<file path="src/rtl/libiu_pkg.sv">
// libiu: shared integer-unit types and default parameters for the regfile write path.
package libiu;
    localparam int REGF_AW = 10;
    localparam int DBG_DEPTH = 4;
    localparam int STARVE_LIMIT_DEF = 16;

    typedef struct packed {
        logic clk;
    } iu_clk_type;

    typedef struct packed {
        logic [REGF_AW-1:0] addr;
        logic [31:0]        data;
        logic               we;
    } regf_wr_type;

    localparam regf_wr_type REGF_WR_IDLE = '0;

    function automatic regf_wr_type regf_wr(input logic [REGF_AW-1:0] addr, input logic [31:0] data);
        return regf_wr_type'{addr: addr, data: data, we: 1'b1};
    endfunction
endpackage

</file>
<file path="src/rtl/regfile_wr_fifo.sv">
// regfile_wr_fifo: circular debug-write queue, one push and up to two pops per cycle.
// Exposes head and head+1 so the scheduler can fill both write phases at once.
module regfile_wr_fifo
    import libiu::*;
#(
    parameter int DEPTH = DBG_DEPTH
) (
    input  logic                   clk,
    input  logic                   rstn,
    input  logic                   push,
    input  regf_wr_type            din,
    input  logic [1:0]             pop,
    output regf_wr_type            head,
    output regf_wr_type            head1,
    output logic [$clog2(DEPTH):0] count
);
    localparam int PW = $clog2(DEPTH);

    regf_wr_type      mem [DEPTH];
    logic [PW-1:0]    rd;
    logic [PW-1:0]    wr;

    assign head  = mem[rd];
    assign head1 = mem[rd + PW'(1)];

    always_ff @(posedge clk or negedge rstn) begin
        if (!rstn) begin
            rd    <= '0;
            wr    <= '0;
            count <= '0;
        end else begin
            if (push)
                wr <= wr + PW'(1);
            rd    <= rd + PW'(pop);
            count <= count + (PW+1)'(push) - (PW+1)'(pop);
        end
    end

    // Storage needs no reset: only entries below count are ever issued.
    always_ff @(posedge clk) begin
        if (push)
            mem[wr] <= din;
    end
endmodule

</file>
<file path="src/rtl/regfile_wr_sched.sv">
// regfile_wr_sched: merges commit writes and queued debug writes onto the ph1/ph2
// regfile ports, commit first; raises iu_stall when debug writes starve.
module regfile_wr_sched
    import libiu::*;
#(
    parameter int AW           = REGF_AW,
    parameter int DEPTH        = DBG_DEPTH,
    parameter int STARVE_LIMIT = STARVE_LIMIT_DEF
) (
    input  iu_clk_type    gclk,
    input  logic          rstn,
    input  logic          c_ph1_we,
    input  logic [AW-1:0] c_ph1_addr,
    input  logic [31:0]   c_ph1_data,
    input  logic          c_ph2_we,
    input  logic [AW-1:0] c_ph2_addr,
    input  logic [31:0]   c_ph2_data,
    input  logic          dbg_valid,
    output logic          dbg_ready,
    input  logic [AW-1:0] dbg_addr,
    input  logic [31:0]   dbg_data,
    output logic [1:0]    dbg_ack,
    output logic          ph1_we,
    output logic [AW-1:0] ph1_addr,
    output logic [31:0]   ph1_data,
    output logic          ph2_we,
    output logic [AW-1:0] ph2_addr,
    output logic [31:0]   ph2_data,
    output logic          iu_stall
);
    localparam int CW = $clog2(STARVE_LIMIT) + 1;
    localparam int NW = $clog2(DEPTH) + 1;

    typedef enum logic {RUN, STALL} state_t;

    logic          clk;
    regf_wr_type   head;
    regf_wr_type   head1;
    regf_wr_type   nx1;
    regf_wr_type   nx2;
    regf_wr_type   r1;
    regf_wr_type   r2;
    logic [NW-1:0] count;
    logic [1:0]    nfree;
    logic [1:0]    n;
    logic          push;
    logic [CW-1:0] starve;
    state_t        state;

    assign clk       = gclk.clk;
    assign dbg_ready = count < NW'(DEPTH);
    assign push      = dbg_valid && dbg_ready;

    regfile_wr_fifo #(.DEPTH(DEPTH)) u_fifo (
        .clk   (clk),
        .rstn  (rstn),
        .push  (push),
        .din   (regf_wr(dbg_addr, dbg_data)),
        .pop   (n),
        .head  (head),
        .head1 (head1),
        .count (count)
    );

    // Free phases take queue entries in order; ph2 lands after ph1 so order holds.
    always_comb begin
        nfree = {1'b0, !c_ph1_we} + {1'b0, !c_ph2_we};
        n     = (NW'(nfree) > count) ? count[1:0] : nfree;
        nx1   = c_ph1_we ? regf_wr(c_ph1_addr, c_ph1_data) : (n != 2'd0 ? head : REGF_WR_IDLE);
        nx2   = c_ph2_we ? regf_wr(c_ph2_addr, c_ph2_data)
              : c_ph1_we ? (n != 2'd0 ? head : REGF_WR_IDLE)
              : (n == 2'd2 ? head1 : REGF_WR_IDLE);
    end

    always_ff @(posedge clk or negedge rstn) begin
        if (!rstn) begin
            r1      <= REGF_WR_IDLE;
            r2      <= REGF_WR_IDLE;
            dbg_ack <= '0;
            starve  <= '0;
            state   <= RUN;
        end else begin
            r1      <= nx1;
            r2      <= nx2;
            dbg_ack <= n;
            starve  <= (count == '0 || n != 2'd0) ? '0
                     : (starve == CW'(STARVE_LIMIT) ? starve : starve + CW'(1));
            state   <= (state == RUN) ? (starve == CW'(STARVE_LIMIT) ? STALL : RUN)
                     : (count == '0 ? RUN : STALL);
        end
    end

    assign iu_stall = state == STALL;
    assign ph1_we   = r1.we;
    assign ph1_addr = r1.addr;
    assign ph1_data = r1.data;
    assign ph2_we   = r2.we;
    assign ph2_addr = r2.addr;
    assign ph2_data = r2.data;
endmodule

</file>
<file path="config.mk">
export PLATFORM = sky130hd
export DESIGN_NAME = regfile_wr_sched
export DESIGN_NICKNAME = d
export VERILOG_FILES = /design/src/rtl/libiu_pkg.sv /design/src/rtl/regfile_wr_fifo.sv /design/src/rtl/regfile_wr_sched.sv
export SDC_FILE = /design/constraint.sdc
export NUM_CORES = 1
export LEC_CHECK = 0
export CELL_PAD_IN_SITES_DETAIL_PLACEMENT = 1
export CELL_PAD_IN_SITES_GLOBAL_PLACEMENT = 2
export CORE_MARGIN = 2
export CORE_UTILIZATION = 29
export DETAILED_ROUTE_END_ITERATION = 10
export PLACE_DENSITY = 0.7
export REMOVE_ABC_BUFFERS = 1
export SLEW_MARGIN = 5
export SYNTH_ARGS = -nofsm -noshare
export SYNTH_HDL_FRONTEND = slang
export SYNTH_SLANG_ARGS = --single-unit
</file>
<file path="constraint.sdc">
create_clock -name gclk -period 3 [get_ports gclk]
set_input_delay 0.6 -clock gclk [delete_from_list [all_inputs] [get_ports gclk]]
set_output_delay 0.6 -clock gclk [all_outputs]
set_load 0.03 [all_outputs]
</file>
## After elaboration in Yosys (flattened, before gate mapping)

Memory sizes are Yosys's and may differ from the RTL's.
Cells that the tools add are included.

- Add/subtract/negate cells: 7
- $mul: 0
- Divide/modulo/power cells: 0
- Order comparisons: 2
- Eq/ne operators: 3
- Shift-type cells: 0
- Muxes and demuxes: 13
- Bitwise logic cells: 0
- Reductions and logical operators: 6

Operator list:

| operator | count |
|---|---|
| 43-bit two-way mux | 5 |
| 5-bit two-way mux | 2 |
| 5-bit by 1-bit adder with 5-bit output, second input constant | 1 |
| 5-bit == test, second input constant | 1 |
| 1-bit two-way mux | 5 |
| 2-bit by 1-bit adder with 2-bit output, second input constant | 2 |
| 3-bit by 1-bit adder with 3-bit output | 1 |
| 2-bit by 3-bit greater-than comparator with 1-bit output | 1 |
| 3-bit logical NOT | 1 |
| 3-bit less-than comparator, second input constant | 1 |
| 3-bit by 2-bit subtractor with 3-bit output | 1 |
| 1-bit by 1-bit adder with 2-bit output | 1 |
| 2-bit adder | 1 |
| 2-bit == test, second input constant | 1 |
| 1-bit logical NOT | 2 |
| 2-bit two-way mux | 1 |
| 2-bit inequality test, second input constant | 1 |
| 2-bit nonzero test | 1 |
| 1-bit logical AND | 1 |
| 1-bit logical OR | 1 |

- Bits in registers: 101
- Latch bits: 0
- RAM bits: 168
- Bits in read-only memories: 0
- Bits of input ports: 131
- Output and inout port bits: 90
- Logic and storage cells: 44
- Memories kept: 1

Memories:

| name | depth | width | read ports | clocked after memory_dff | wr ports | line | RTL |
|---|---|---|---|---|---|---|---|
| u_fifo.mem | 4 | 42 | 2 | 0 | 1 | regfile_wr_fifo.sv:19 | `regf_wr_type mem [DEPTH];` |

## Logic depth before layout (Yosys ltp)

- Depth in word-level cells: 8
- Mapped depth: 13
- Depth with buffers taken out: 11

## Hierarchy

A second synthesis with hierarchy kept.

- Cells, all modules: 791
- Area total of the unflattened synthesis: 12,731.0 µm²

By module, submodules not included:

| module | times used | cells an instance | area each (µm²) | seq. area each (µm²) |
|---|---|---|---|---|
| regfile_wr_fifo | 1 | 308 | 7,662.3 | 5,340.1 |
| regfile_wr_sched | 1 | 483 | 5,068.6 | 2,352.3 |

## Worst setup path after synthesis

Ideal clock, no wire load.

- Kind: input port to flip-flop
- Start point: in c_ph2_we
- End point: reg u_fifo.count[2]
- Arrival time: 2.849 ns
- Required time: 2.877 ns
- Setup slack: 0.029 ns
- Cell stages on the path: 13
- Cells stage by stage: clkbuf_1 -> inv_1 -> ha_1 -> clkbuf_1 -> nand2b_1 -> a21oi_1 -> or2_2 -> ha_1 -> inv_1 -> ha_1 -> fa_1 -> xnor2_1 -> xnor2_1

- Cells in the longest elaborated chain, start to end: 5

RTL lines:

| item | line | RTL |
|---|---|---|
| start: declaration | regfile_wr_sched.sv:15 | `input logic c_ph2_we,` |
| 1-bit logical NOT * | regfile_wr_sched.sv:67 | `nfree = {1'b0, !c_ph1_we} + {1'b0, !c_ph2_we};` |
| 1-bit by 1-bit adder with 2-bit output * | regfile_wr_sched.sv:67 |  |
| 2-bit by 3-bit greater-than comparator with 1-bit output | regfile_wr_sched.sv:68 | `n = (NW'(nfree) > count) ? count[1:0] : nfree;` |
| 2-bit two-way mux * | regfile_wr_sched.sv:68 |  |
| 3-bit by 2-bit subtractor with 3-bit output * | regfile_wr_fifo.sv:35 | `count <= count + (PW+1)'(push) - (PW+1)'(pop);` |
| end signal: assignment | regfile_wr_fifo.sv:35 |  |
| end: declaration | regfile_wr_fifo.sv:15 | `output logic [$clog2(DEPTH):0] count` |

Mark *: on every way between the ends. The rest lies on a longest branch, timed or not.
A chain may end at the register's enable or synchronous reset.

## Worst setup path after layout

- Start point: reg u_fifo.count[2]
- End point: out dbg_ready

- Cells in the longest elaborated chain, start to end: 1

RTL lines:

| item | line | RTL |
|---|---|---|
| 3-bit less-than comparator | regfile_wr_sched.sv:51 | `assign dbg_ready = count < NW'(DEPTH);` |
| end: declaration | regfile_wr_sched.sv:19 | `output logic dbg_ready,` |

Every way passes these cells.

==> results.cfg <==
[detailed_routing]
route.vias.total = 7951
routed-wl-met3_um = 1730
routed_wl_um = 34000
wl_per_cell_um = 21.0
wl_met1_um = 15400
wl_met2_um = 16200
ant_nets = 0
viasPerCell = 4.91
first_iter_violations = 351
firstDrtPassIters = 4
drc_errors = 0
maxUsedRoutingLayer = met5

[synth]
yosys.area.top_type_share_pct = 41.6
avgSynthCellArea_um2 = 14.4
synth_top_cells_by_area = edfxtp_1 (42%), dfrtp_1 (21%), mux4_2 (7.6%), mux2i_1 (3.5%), a221o_1 (3.4%)
syn-cell-area_um2 = 12100
postSynth.asyncResetShare_pct = 37.5
syn_inst = 844
ys_seq_area_share_pct = 62.4
yosysMostFrequentCell = edfxtp_1
synth_top_area_cell = edfxtp_1
synth-edff-count = 168
ys_types = 47
synth_ff_type = edfxtp_1
yosysWarnings = 0
synthTopCellsByCount = edfxtp_1 (168), dfrtp_1 (101), nand2_1 (89), nor2b_1 (44), nand3b_1 (43)
synth-seq-cells = 269

[global_route]
grt-ovfl-total = 0
antenna_found_initial = 4
grt_pass1_vias = 8642
grt_use_total_pct = 15.7
grt_max_degree = 80
grt_pass1_wl_um = 52200

[placed_design]
dp.cells = 1558
numPortBuffers = 220
pre_cts_slack_ns = 0.0224
dpl.hpwl_um = 22300
gp_congestion = 0.742

[floorplan]
die_x_um = 208
rows = 74
start_util_pct = 29.6
die_height_um = 208
dieArea_um2 = 43500
core-area_um2 = 41000
ioPinCount = 221

[sta]
fin_crit_ns = 2.49
setup_viol_count_final = 0
max_freq_mhz = 402
post-route-worst-setup-slack_ns = 0.510
worstMarginPinSlew_ns = 0.929
hold_violations = 0
drv_slew = 0
finClkSkew_ns = 0.0121
finalCritPeriodShare_pct = 83.0
rsz0062_at_grt = false
slew_headroom_pct = 37.2

[power_and_ir_drop]
ir_drop_v = 0.000549
power.density_nw_per_um2 = 888
cellLeakagePower_nw = 5.86

[worst_hold_path]
hold_path_depth = 3
hp-class = in2reg
hold_end = ph1_we
holdCritStartpoint = c_ph1_we

[setup_path]
startpoint = u_fifo.count[2]
crit-reg2reg-capture = u_fifo.count[2]
worstPathRequired_ns = 2.40
critPathMaxFanout = 8
reg2reg_slack_ns = 0.58
r2r_cells = 9
timing.rr.start = u_fifo.count[0]
start_kind = flop
path_class = reg2out
critPathCaptureType = output port
cp.arrival_ns = 1.89

[clocking]
clock_latency_ns = 0.58
clk_pin_slew_worst_paths_ns = 0.06
clockBufferDepth = 3
cts_root_buffer = clkbuf_16
cts-resized-gates = 0
cts.htree.levels = 1
cts_tree = done
cts-buffers-inserted = 31
cts_setup_buffers = 0
cts_sinks = 269

[finish]
final_layout_size_suffix_gt1_share_pct = 13.1
multi_input_area_um2 = 4180
layout.area.seq_um2 = 7580
fillCellCount = 4192
final_cells = 1619
nets = 1203
area_delta_synth_final_pct = 33.4

[job]
maxCapViolations = 0

[status]
status = finished, final reports clean
area by class of cell:
class	instances	area share, %
diodes	2	0.0309
clock buffers	37	5.06
clock inverters	21	1.71
inverters	13	0.302
multi-input cells	492	25.8
flip-flops and latches	269	46.9
well taps	532	4.12
repair buffers	253	16.1
layout by cell type (no fill, tap or decap), types with 5 or more instances in the layout:
cell type / count
clkdlybuf4s50_1: 217
edfxtp_1: 168
dfrtp_1: 99
nand2_1: 88
nor2b_1: 44
nand3b_1: 43
mux2i_1: 42
o21ai_1: 42
mux4_2: 41
a211oi_1: 41
nor4b_1: 41
a221o_1: 41
clkbuf_16: 31
buf_4: 21
inv_1: 13
buf_12: 13
ha_1: 11
clkinv_2: 7
xnor2_1: 6
nor2_1: 6
bufinv_16: 6
xor2_1: 5
o21ai_0: 5
worst max-delay path by stage:
stage / to / slack (ns) / cells after the start
after global routing: dbg_ready / 0.43 / 2
final: dbg_ready / 0.51 / 2
after CTS: dbg_ready / 0.46 / 2
after global placement: u_fifo.count[2] / 0.05 / 12
after detailed placement: u_fifo.count[2] / 0.02 / 12
after floorplan: ph2_addr[8] / -1.96 / 4
kinds of logic (layout without fill, tap and decap cells):
family                     count (synthesis)  after routing  synth area share (%)
and+or+nand+nor                          242            242                  11.9
DFF                                      269            269                  62.4
adders and majority gates                 12             12                  1.30
other                                      0              2                     0
buffers and inverters                     83            324                  3.23
xor gates and xnor gates                  11             11                 0.795
AOI/OAI and AO/OA                        142            142                  8.78
muxes                                     85             85                  11.5
report_power, final:
group	total, mW	internal, mW	switching [mW]
registers	5.10	4.64	0.458
logic	5.26	2.41	2.86
clock network	4.00	2.46	1.54
metal layers:
metal | up-vias | GRT usage [%]
met5 | - | 0
met4 | 6 | 4.24
met3 | 49 | 3.06
met2 | 182 | 26.0
met1 | 4026 | 21.0
li1 | 3688 | -
sequential cells by signal (all words and copies together), names as in the netlist, 2 cells and up:
name          cells
ph2_addr         10
starve            5
ph2_data         32
u_fifo.rd         2
u_fifo.mem      168
u_fifo.wr         2
ph1_addr         10
ph1_data         32
dbg_ack           2
u_fifo.count      3
metrics by stage:
step | utilization (%) | power (mW) | TNS, ns | hold slack [ns] | cell area (µm²)
2_1_floorplan | - | 8.56 | -136.35 | 0.304 | 11800
3_3_place_gp | 36.7 | 10.4 | 0 | 0.500 | 15100
3_5_place_dp | 36.7 | 10.5 | 0 | 0.500 | 15100
4_1_cts | 39.4 | 14.6 | 0 | 0.257 | 16200
5_1_grt | 39.4 | 15.2 | 0 | 0.310 | 16200
6_report | 39.4 | 14.4 | 0 | 0.285 | 16200
worst max-delay path, stage by stage (launching register included):
cell and delay, ns:
dfrtp_1 0.49, inv_1 0.15, clkdlybuf4s50_1 0.69
what timing repair did:
item / CTS / global route
hold buffers: 1 / 0
endpoints found under the setup margin: 0 / 0
hold endpoints to repair: 23 / 0
No activity file was read; power rests on OpenSTA's default activity.
